## src/rtl/instr_mem_loadable_pkg.sv

```systemverilog
// Shared definitions for the loadable instruction memory: FSM states,
// the NOP encoding and small sizing helpers.
package instr_mem_loadable_pkg;

  typedef enum logic [0:0] {
    ST_RUN  = 1'b0,
    ST_LOAD = 1'b1
  } state_t;

  // NOP is all zeros at any width; replicate this bit to the word width.
  localparam logic NOP_BIT = 1'b0;

  // Default word geometry (32-bit MIPS instructions).
  localparam int DATA_W_DFLT    = 32;
  localparam int BYTES_PER_WORD = DATA_W_DFLT / 8;

  // Bytes per instruction word for an arbitrary width.
  function automatic int bytes_per_word(input int data_w);
    return data_w / 8;
  endfunction

  // ceil(log2(n)), never less than 1 so it is usable as a vector width.
  function automatic int clog2(input int n);
    int w;
    w = 0;
    while ((1 << w) < n) w++;
    return (w < 1) ? 1 : w;
  endfunction

endpackage

```

## src/rtl/instr_load_assembler.sv

```systemverilog
// Byte-stream to word assembler for the program loader. Collects bytes
// MSB-first, emits a write strobe per completed (or final partial) word,
// and flags bytes that arrive after the memory is full.
module instr_load_assembler
  import instr_mem_loadable_pkg::*;
#(
  parameter int DATA_W = 32,
  parameter int DEPTH  = 128,
  parameter int IDX_W  = 7
) (
  input  logic              clk,
  input  logic              rst,
  input  logic              i_clear,
  input  logic              i_active,
  input  logic              i_valid,
  input  logic [7:0]        i_data,
  input  logic              i_last,
  output logic              o_wr_en,
  output logic [IDX_W-1:0]  o_wr_addr,
  output logic [DATA_W-1:0] o_wr_data,
  output logic              o_ovf
);

  localparam int BPW   = bytes_per_word(DATA_W);
  localparam int CNT_W = clog2(BPW);
  localparam int PTR_W = IDX_W + 1;

  logic [DATA_W-1:0] r_word;
  logic [CNT_W-1:0]  r_cnt;
  logic [PTR_W-1:0]  r_ptr;
  logic              r_ovf;

  logic              w_accept;
  logic              w_full;
  logic              w_word_end;
  logic [DATA_W-1:0] w_word;

  // A restart pulse takes precedence over a byte offered in the same cycle.
  assign w_accept   = i_active & i_valid & ~i_clear;
  assign w_full     = (r_ptr == PTR_W'(DEPTH));
  assign w_word_end = (r_cnt == CNT_W'(BPW - 1)) | i_last;

  // Drop the incoming byte into its slot; untouched low slots stay zero,
  // which gives the zero padding of a final partial word for free.
  always_comb begin
    w_word = r_word;
    for (int b = 0; b < BPW; b++) begin
      if (r_cnt == CNT_W'(b)) w_word[DATA_W-1-8*b -: 8] = i_data;
    end
  end

  assign o_wr_en   = w_accept & w_word_end & ~w_full;
  assign o_wr_addr = r_ptr[IDX_W-1:0];
  assign o_wr_data = w_word;
  assign o_ovf     = r_ovf;

  // Assembler, byte counter, word pointer and sticky overflow flag.
  always_ff @(posedge clk or posedge rst) begin
    if (rst) begin
      r_word <= '0;
      r_cnt  <= '0;
      r_ptr  <= '0;
      r_ovf  <= 1'b0;
    end else if (i_clear) begin
      r_word <= '0;
      r_cnt  <= '0;
      r_ptr  <= '0;
      r_ovf  <= 1'b0;
    end else if (w_accept) begin
      if (w_word_end) begin
        r_word <= '0;
        r_cnt  <= '0;
        if (!w_full) r_ptr <= r_ptr + PTR_W'(1);
      end else begin
        r_word <= w_word;
        r_cnt  <= r_cnt + CNT_W'(1);
      end
      if (w_full) r_ovf <= 1'b1;
    end
  end

endmodule

```

## src/rtl/instr_mem_loadable.sv

```systemverilog
// IF-stage instruction memory with a run-time byte-stream loader.
// Registered fetch with stall, flush and out-of-range flagging; a two-state
// FSM gates fetch off while a program is being loaded.
module instr_mem_loadable
  import instr_mem_loadable_pkg::*;
#(
  parameter int DATA_W = 32,
  parameter int DEPTH  = 128,
  parameter int PC_W   = 32
) (
  input  logic              clk,
  input  logic              rst,
  input  logic [PC_W-1:0]   pc,
  input  logic              fetch_en,
  input  logic              flush,
  output logic [DATA_W-1:0] instr,
  output logic              instr_valid,
  output logic              addr_err,
  input  logic              load_start,
  input  logic              load_valid,
  input  logic [7:0]        load_data,
  input  logic              load_last,
  output logic              load_ready,
  output logic              load_done,
  output logic              load_ovf
);

  localparam int IDX_W = clog2(DEPTH);
  localparam logic [DATA_W-1:0] NOP_WORD = {DATA_W{NOP_BIT}};

  logic [DATA_W-1:0] r_mem [DEPTH];

  state_t            r_state;
  logic              r_done;
  logic [DATA_W-1:0] r_instr_p1;
  logic              r_vld_p1;
  logic              r_err_p1;

  logic              w_in_load;
  logic              w_last_acc;
  logic [IDX_W-1:0]  w_idx;
  logic              w_hi_set;
  logic              w_idx_big;
  logic              w_oor;
  logic [DATA_W-1:0] w_rd_word;
  logic              w_wr_en;
  logic [IDX_W-1:0]  w_wr_addr;
  logic [DATA_W-1:0] w_wr_data;
  logic              w_ovf;
  logic              w_unused;

  assign w_in_load  = (r_state == ST_LOAD);
  assign w_last_acc = w_in_load & load_valid & load_last & ~load_start;

  // Byte offset within the word is irrelevant to a word-aligned fetch.
  assign w_unused = ^pc[1:0];
  assign w_idx    = pc[IDX_W+1:2];

  if (PC_W > IDX_W + 2) begin : g_hi
    assign w_hi_set = |pc[PC_W-1:IDX_W+2];
  end else begin : g_no_hi
    assign w_hi_set = 1'b0;
  end

  if (DEPTH == (1 << IDX_W)) begin : g_pow2
    assign w_idx_big = 1'b0;
  end else begin : g_npow2
    assign w_idx_big = (w_idx >= IDX_W'(DEPTH));
  end

  assign w_oor     = w_hi_set | w_idx_big;
  assign w_rd_word = w_oor ? NOP_WORD : r_mem[w_idx];

  instr_load_assembler #(
    .DATA_W (DATA_W),
    .DEPTH  (DEPTH),
    .IDX_W  (IDX_W)
  ) u_asm (
    .clk       (clk),
    .rst       (rst),
    .i_clear   (load_start),
    .i_active  (w_in_load),
    .i_valid   (load_valid),
    .i_data    (load_data),
    .i_last    (load_last),
    .o_wr_en   (w_wr_en),
    .o_wr_addr (w_wr_addr),
    .o_wr_data (w_wr_data),
    .o_ovf     (w_ovf)
  );

  // Program store; contents deliberately survive reset.
  always_ff @(posedge clk) begin
    if (w_wr_en) r_mem[w_wr_addr] <= w_wr_data;
  end

  // RUN/LOAD control: load_start (re)enters LOAD, the last byte returns to RUN.
  always_ff @(posedge clk or posedge rst) begin
    if (rst) begin
      r_state <= ST_RUN;
      r_done  <= 1'b0;
    end else begin
      r_done <= w_last_acc;
      if (load_start)      r_state <= ST_LOAD;
      else if (w_last_acc) r_state <= ST_RUN;
    end
  end

  // Fetch register: flush and loading kill the slot, otherwise capture on fetch_en.
  always_ff @(posedge clk or posedge rst) begin
    if (rst) begin
      r_instr_p1 <= NOP_WORD;
      r_vld_p1   <= 1'b0;
      r_err_p1   <= 1'b0;
    end else if (flush || load_start || w_in_load) begin
      r_instr_p1 <= NOP_WORD;
      r_vld_p1   <= 1'b0;
      r_err_p1   <= 1'b0;
    end else if (fetch_en) begin
      r_instr_p1 <= w_rd_word;
      r_vld_p1   <= 1'b1;
      r_err_p1   <= w_oor;
    end
  end

  assign instr       = r_instr_p1;
  assign instr_valid = r_vld_p1;
  assign addr_err    = r_err_p1;
  assign load_ready  = w_in_load;
  assign load_done   = r_done;
  assign load_ovf    = w_ovf;

endmodule

```

## config.mk

```make
export PLATFORM = sky130hd
export DESIGN_NAME = instr_mem_loadable
export DESIGN_NICKNAME = d
export VERILOG_FILES = /design/src/rtl/instr_mem_loadable_pkg.sv /design/src/rtl/instr_load_assembler.sv /design/src/rtl/instr_mem_loadable.sv
export SDC_FILE = /design/constraint.sdc
export NUM_CORES = 2
export LEC_CHECK = 0
export BUFFER_PORTS_ARGS = -buffer_cell sky130_fd_sc_hd__buf_4
export CAP_MARGIN = 10
export CORE_MARGIN = 1
export CORE_UTILIZATION = 25
export DETAILED_ROUTE_END_ITERATION = 7
export GPL_ROUTABILITY_DRIVEN = 0
export PLACE_DENSITY = 0.38
export SLEW_MARGIN = 30
export SYNTH_ARGS = -nofsm -noshare
export SYNTH_HDL_FRONTEND = slang
export SYNTH_SLANG_ARGS = --single-unit
```

## constraint.sdc

```tcl
create_clock -name clk -period 5.3 [get_ports clk]
set_clock_uncertainty 0.15 [all_clocks]
set_input_delay 1.06 -clock clk [delete_from_list [all_inputs] [get_ports clk]]
set_output_delay 1.06 -clock clk [all_outputs]
set_load 0.01 [all_outputs]
```

==> results_dict.tcl <==
set metrics [dict create \
    reg2reg_depth 7 \
    rsz0062_at_grt "false" \
    worst_setup_path_start_kind "flop" \
    rows 293 \
    worst_slew_pin_slew_ns 1.04 \
    initial_core_util_pct 25.1 \
    cellPowerDensity_nw_per_um2 369 \
    layout_common_cells "edfxtp_1, mux4_2, mux2i_1" \
    switching_share_pct 21.9 \
    grt_pass1_vias 82057 \
    syn_nets 7465 \
    synth.yosys.seq_area_share_pct 78.2 \
    regToRegStartpoint "u_asm.r_cnt[0]" \
    synth-edff-count 4096 \
    worst_ep_arrival_time_ns 4.53 \
    cp_top_family "simple AND/OR/NAND/NOR gates" \
    syn_inst 7412 \
    clk_latency_ns 1.02 \
    power.leakage_nw 62.3 \
    crit_type "flop to flop" \
    cp_data_required_time_ns 5.77 \
    firstDrtPassIters 6 \
    syn_area_per_cell_um2 21.6 \
    setup_viol 0 \
    p_clk_share_pct 44.0 \
    synth_cell_types 57 \
    dpl.hpwl_um 291000 \
    fin_setup_tns_ns 0 \
    antenna_found_initial 61 \
    cts_made_buffers 462 \
    pre_cts_ws_ns 0.583 \
    syn_to_final_growth_pct 18.5 \
    endpoint_kind "flop" \
    drv_cap 0 \
    antenna_left 0 \
    h-tree-depth 5 \
    crit_path_frequent_cell "nor2_4" \
    slowest_stage "buf_4" \
    vias 78803 \
    cts_tree "yes" \
    finalHoldViolations 0 \
    critPathBufInv 1 \
    pwr-share-seq_pct 51.7 \
    reg2reg_to "r_mem[50][24]" \
    yosysWarnings 0 \
    grt_overflow 0 \
    drc 0 \
    clock-sinks 4175 \
    slew_headroom_pct 30.7 \
    root_buffer "clkbuf_16" \
    reg2reg_slack_ns 1.25 \
    max_freq_ghz 0.247 \
    combPwrFrac_pct 4.2 \
    core_um2 637000 \
    finalCriticalPeriod_ns 4.05 \
    max_stage_delay_ns 0.63 \
    grt_pass1_wl_um 693000 \
    io_pins 84 \
    drt_wl_total_um 509000 \
    cts.reportedPaths.clkPinSlew_ns 0.06 \
    place.port_buffers 81 \
    final_common_cell "edfxtp_1" \
    p_int_w 0.0545 \
    synthArstFlopShare_pct 1.89 \
    switching_power_w 0.0153 \
    max-clock-path-buffers 4 \
    synth_flop_cell "edfxtp_1" \
    num-nets-final 8035 \
    syn-cell-area_um2 160000 \
    ys_ff_latch 4175 \
    maxSlewViolCount 0 \
    crit_fanout 32 \
    status "finished clean" \
    die_y_um 802 \
    die-area_um2 642000 \
    die_w_um 802 \
    peakVddDrop_v 0.000293 \
    cts.repair.resized 0 \
    wl_per_cell_um 30.3 \
    grt_start_max_net_pins 130 \
    drtIter0Drc 8090 \
    fin_ws_ns 1.25 \
    drive_above_1_share_pct 25.8 \
    post-route-util_pct 29.8 \
    viasPerCell 4.69 \
    grt_usage_pct 15.4 \
    fin_crit_sh_pct 76.5 \
    dp.cells 15917 \
    cp_cell_sequence "ha_1 -> nor2_4 -> nor3_4 -> nor3b_4 -> nand2_4 -> nor2_4 -> buf_4" \
    final_cells 16797 \
    min_path_type "input port to async pin" \
]
==> metrics by stage <==
stage / area (um2) / power, W / hold WS [ns]
2_1_floorplan: 160000 / 0.0384 / 0.312
3_3_place_gp: 175000 / 0.0398 / 0.347
3_5_place_dp: 175000 / 0.0399 / 0.358
4_1_cts: 189000 / 0.0708 / 0.00738
5_1_grt: 189000 / 0.0721 / 0.0649
6_report: 189000 / 0.0699 / 0.0866
==> layer usage <==
layer / part of all wire, % / global-route usage, %
met5: 0.014 / 0
met4: 2.2 / 3.27
met3: 4.8 / 2.21
met2: 48 / 25.5
met1: 45 / 21.5
==> cell usage after synthesis (33+ instances only) <==
library cell / number / share of area (%)
a32o_1: 33 / 0.21
mux4_2: 768 / 11
nand4_1: 34 / 0.13
o22ai_1: 96 / 0.38
o21ai_1: 60 / 0.19
nand2_1: 52 / 0.12
o21ai_0: 39 / 0.12
edfxtp_1: 4096 / 77
nor2_1: 175 / 0.41
a22o_1: 64 / 0.35
clkbuf_1: 216 / 0.51
mux2i_1: 512 / 3.2
a22oi_1: 288 / 1.4
a21oi_1: 131 / 0.41
nand3_1: 105 / 0.33
dfrtp_1: 79 / 1.2
a21boi_0: 64 / 0.30
buf_4: 36 / 0.17
o221ai_1: 192 / 1.1
buf_2: 122 / 0.38
==> state kept, by name (all words and copies together), names as in the netlist <==
register and count:
r_mem 4096, instr 32, u_asm.r_word 32, u_asm.r_ptr 8
u_asm.r_cnt 2, addr_err 1, instr_valid 1, load_done 1
load_ready 1, u_asm.o_ovf 1
==> final cells by class <==
cell class                      instances  area [um2]
Fill cell                           61426      447000
Tap cell                             8407       10500
Sequential cell                      4175      125000
Inverter                                7        30.0
Clock buffer                          592       12200
Multi-Input combinational cell       2781       34100
Antenna cell                           22        55.1
Clock inverter                        258        2180
Timing Repair Buffer                  555        5410
==> power by group through the flow <==
stage          combinational (W)  clock [W]  sequential (W)
2_1_floorplan            0.00156          0          0.0368
3_3_place_gp             0.00301          0          0.0368
3_5_place_dp             0.00305          0          0.0368
4_1_cts                  0.00305     0.0316          0.0361
5_1_grt                  0.00316     0.0328          0.0361
6_report                 0.00297     0.0308          0.0362
==> worst reg2reg max path, stage by stage (launching register included) <==
cell and delay [ns]:
dfrtp_1 0.42, ha_1 0.59, nor2_4 0.20, nor3_4 0.30, nor3b_4 0.47, nand2_4 0.59, nor2_4 0.27, buf_4 0.63
==> worst max-delay path by stage <==
| stage | startpoint | to | slack [ns] | cells past startpoint |
|---|---|---|---|---|
| after global routing | u_asm.r_cnt[0] | r_mem[4][0] | 1.03 | 8 |
| final | u_asm.r_cnt[0] | r_mem[50][24] | 1.25 | 7 |
| after detailed placement | pc[2] | instr[21] | 0.58 | 7 |
| after CTS | u_asm.r_cnt[0] | r_mem[4][31] | 1.16 | 8 |
| after global placement | pc[2] | instr[21] | 0.59 | 7 |
| after floorplan | load_valid | r_mem[3][0] | 1.18 | 6 |
==> cell families (layout without fill, tap and decap cells) <==
logic type      count (synthesis)  in the layout  share of synthesized area, %
compound gates               1032           1032                          4.69
xor+xnor                        6              6                        0.0329
fa+ha+maj                       6              6                        0.0470
buf+inv                       456           1412                          1.49
flops                        4175           4175                          78.2
mux                          1312           1312                          14.3
other cells                     0             22                             0
simple gates                  425            425                          1.29
==> what timing repair did <==
item,4_1_cts,5_1_grt
endpoints found under the hold margin,2,0
hold buffers,1,0
setup buffers,0,0
Power figures use the tool's default switching activity.
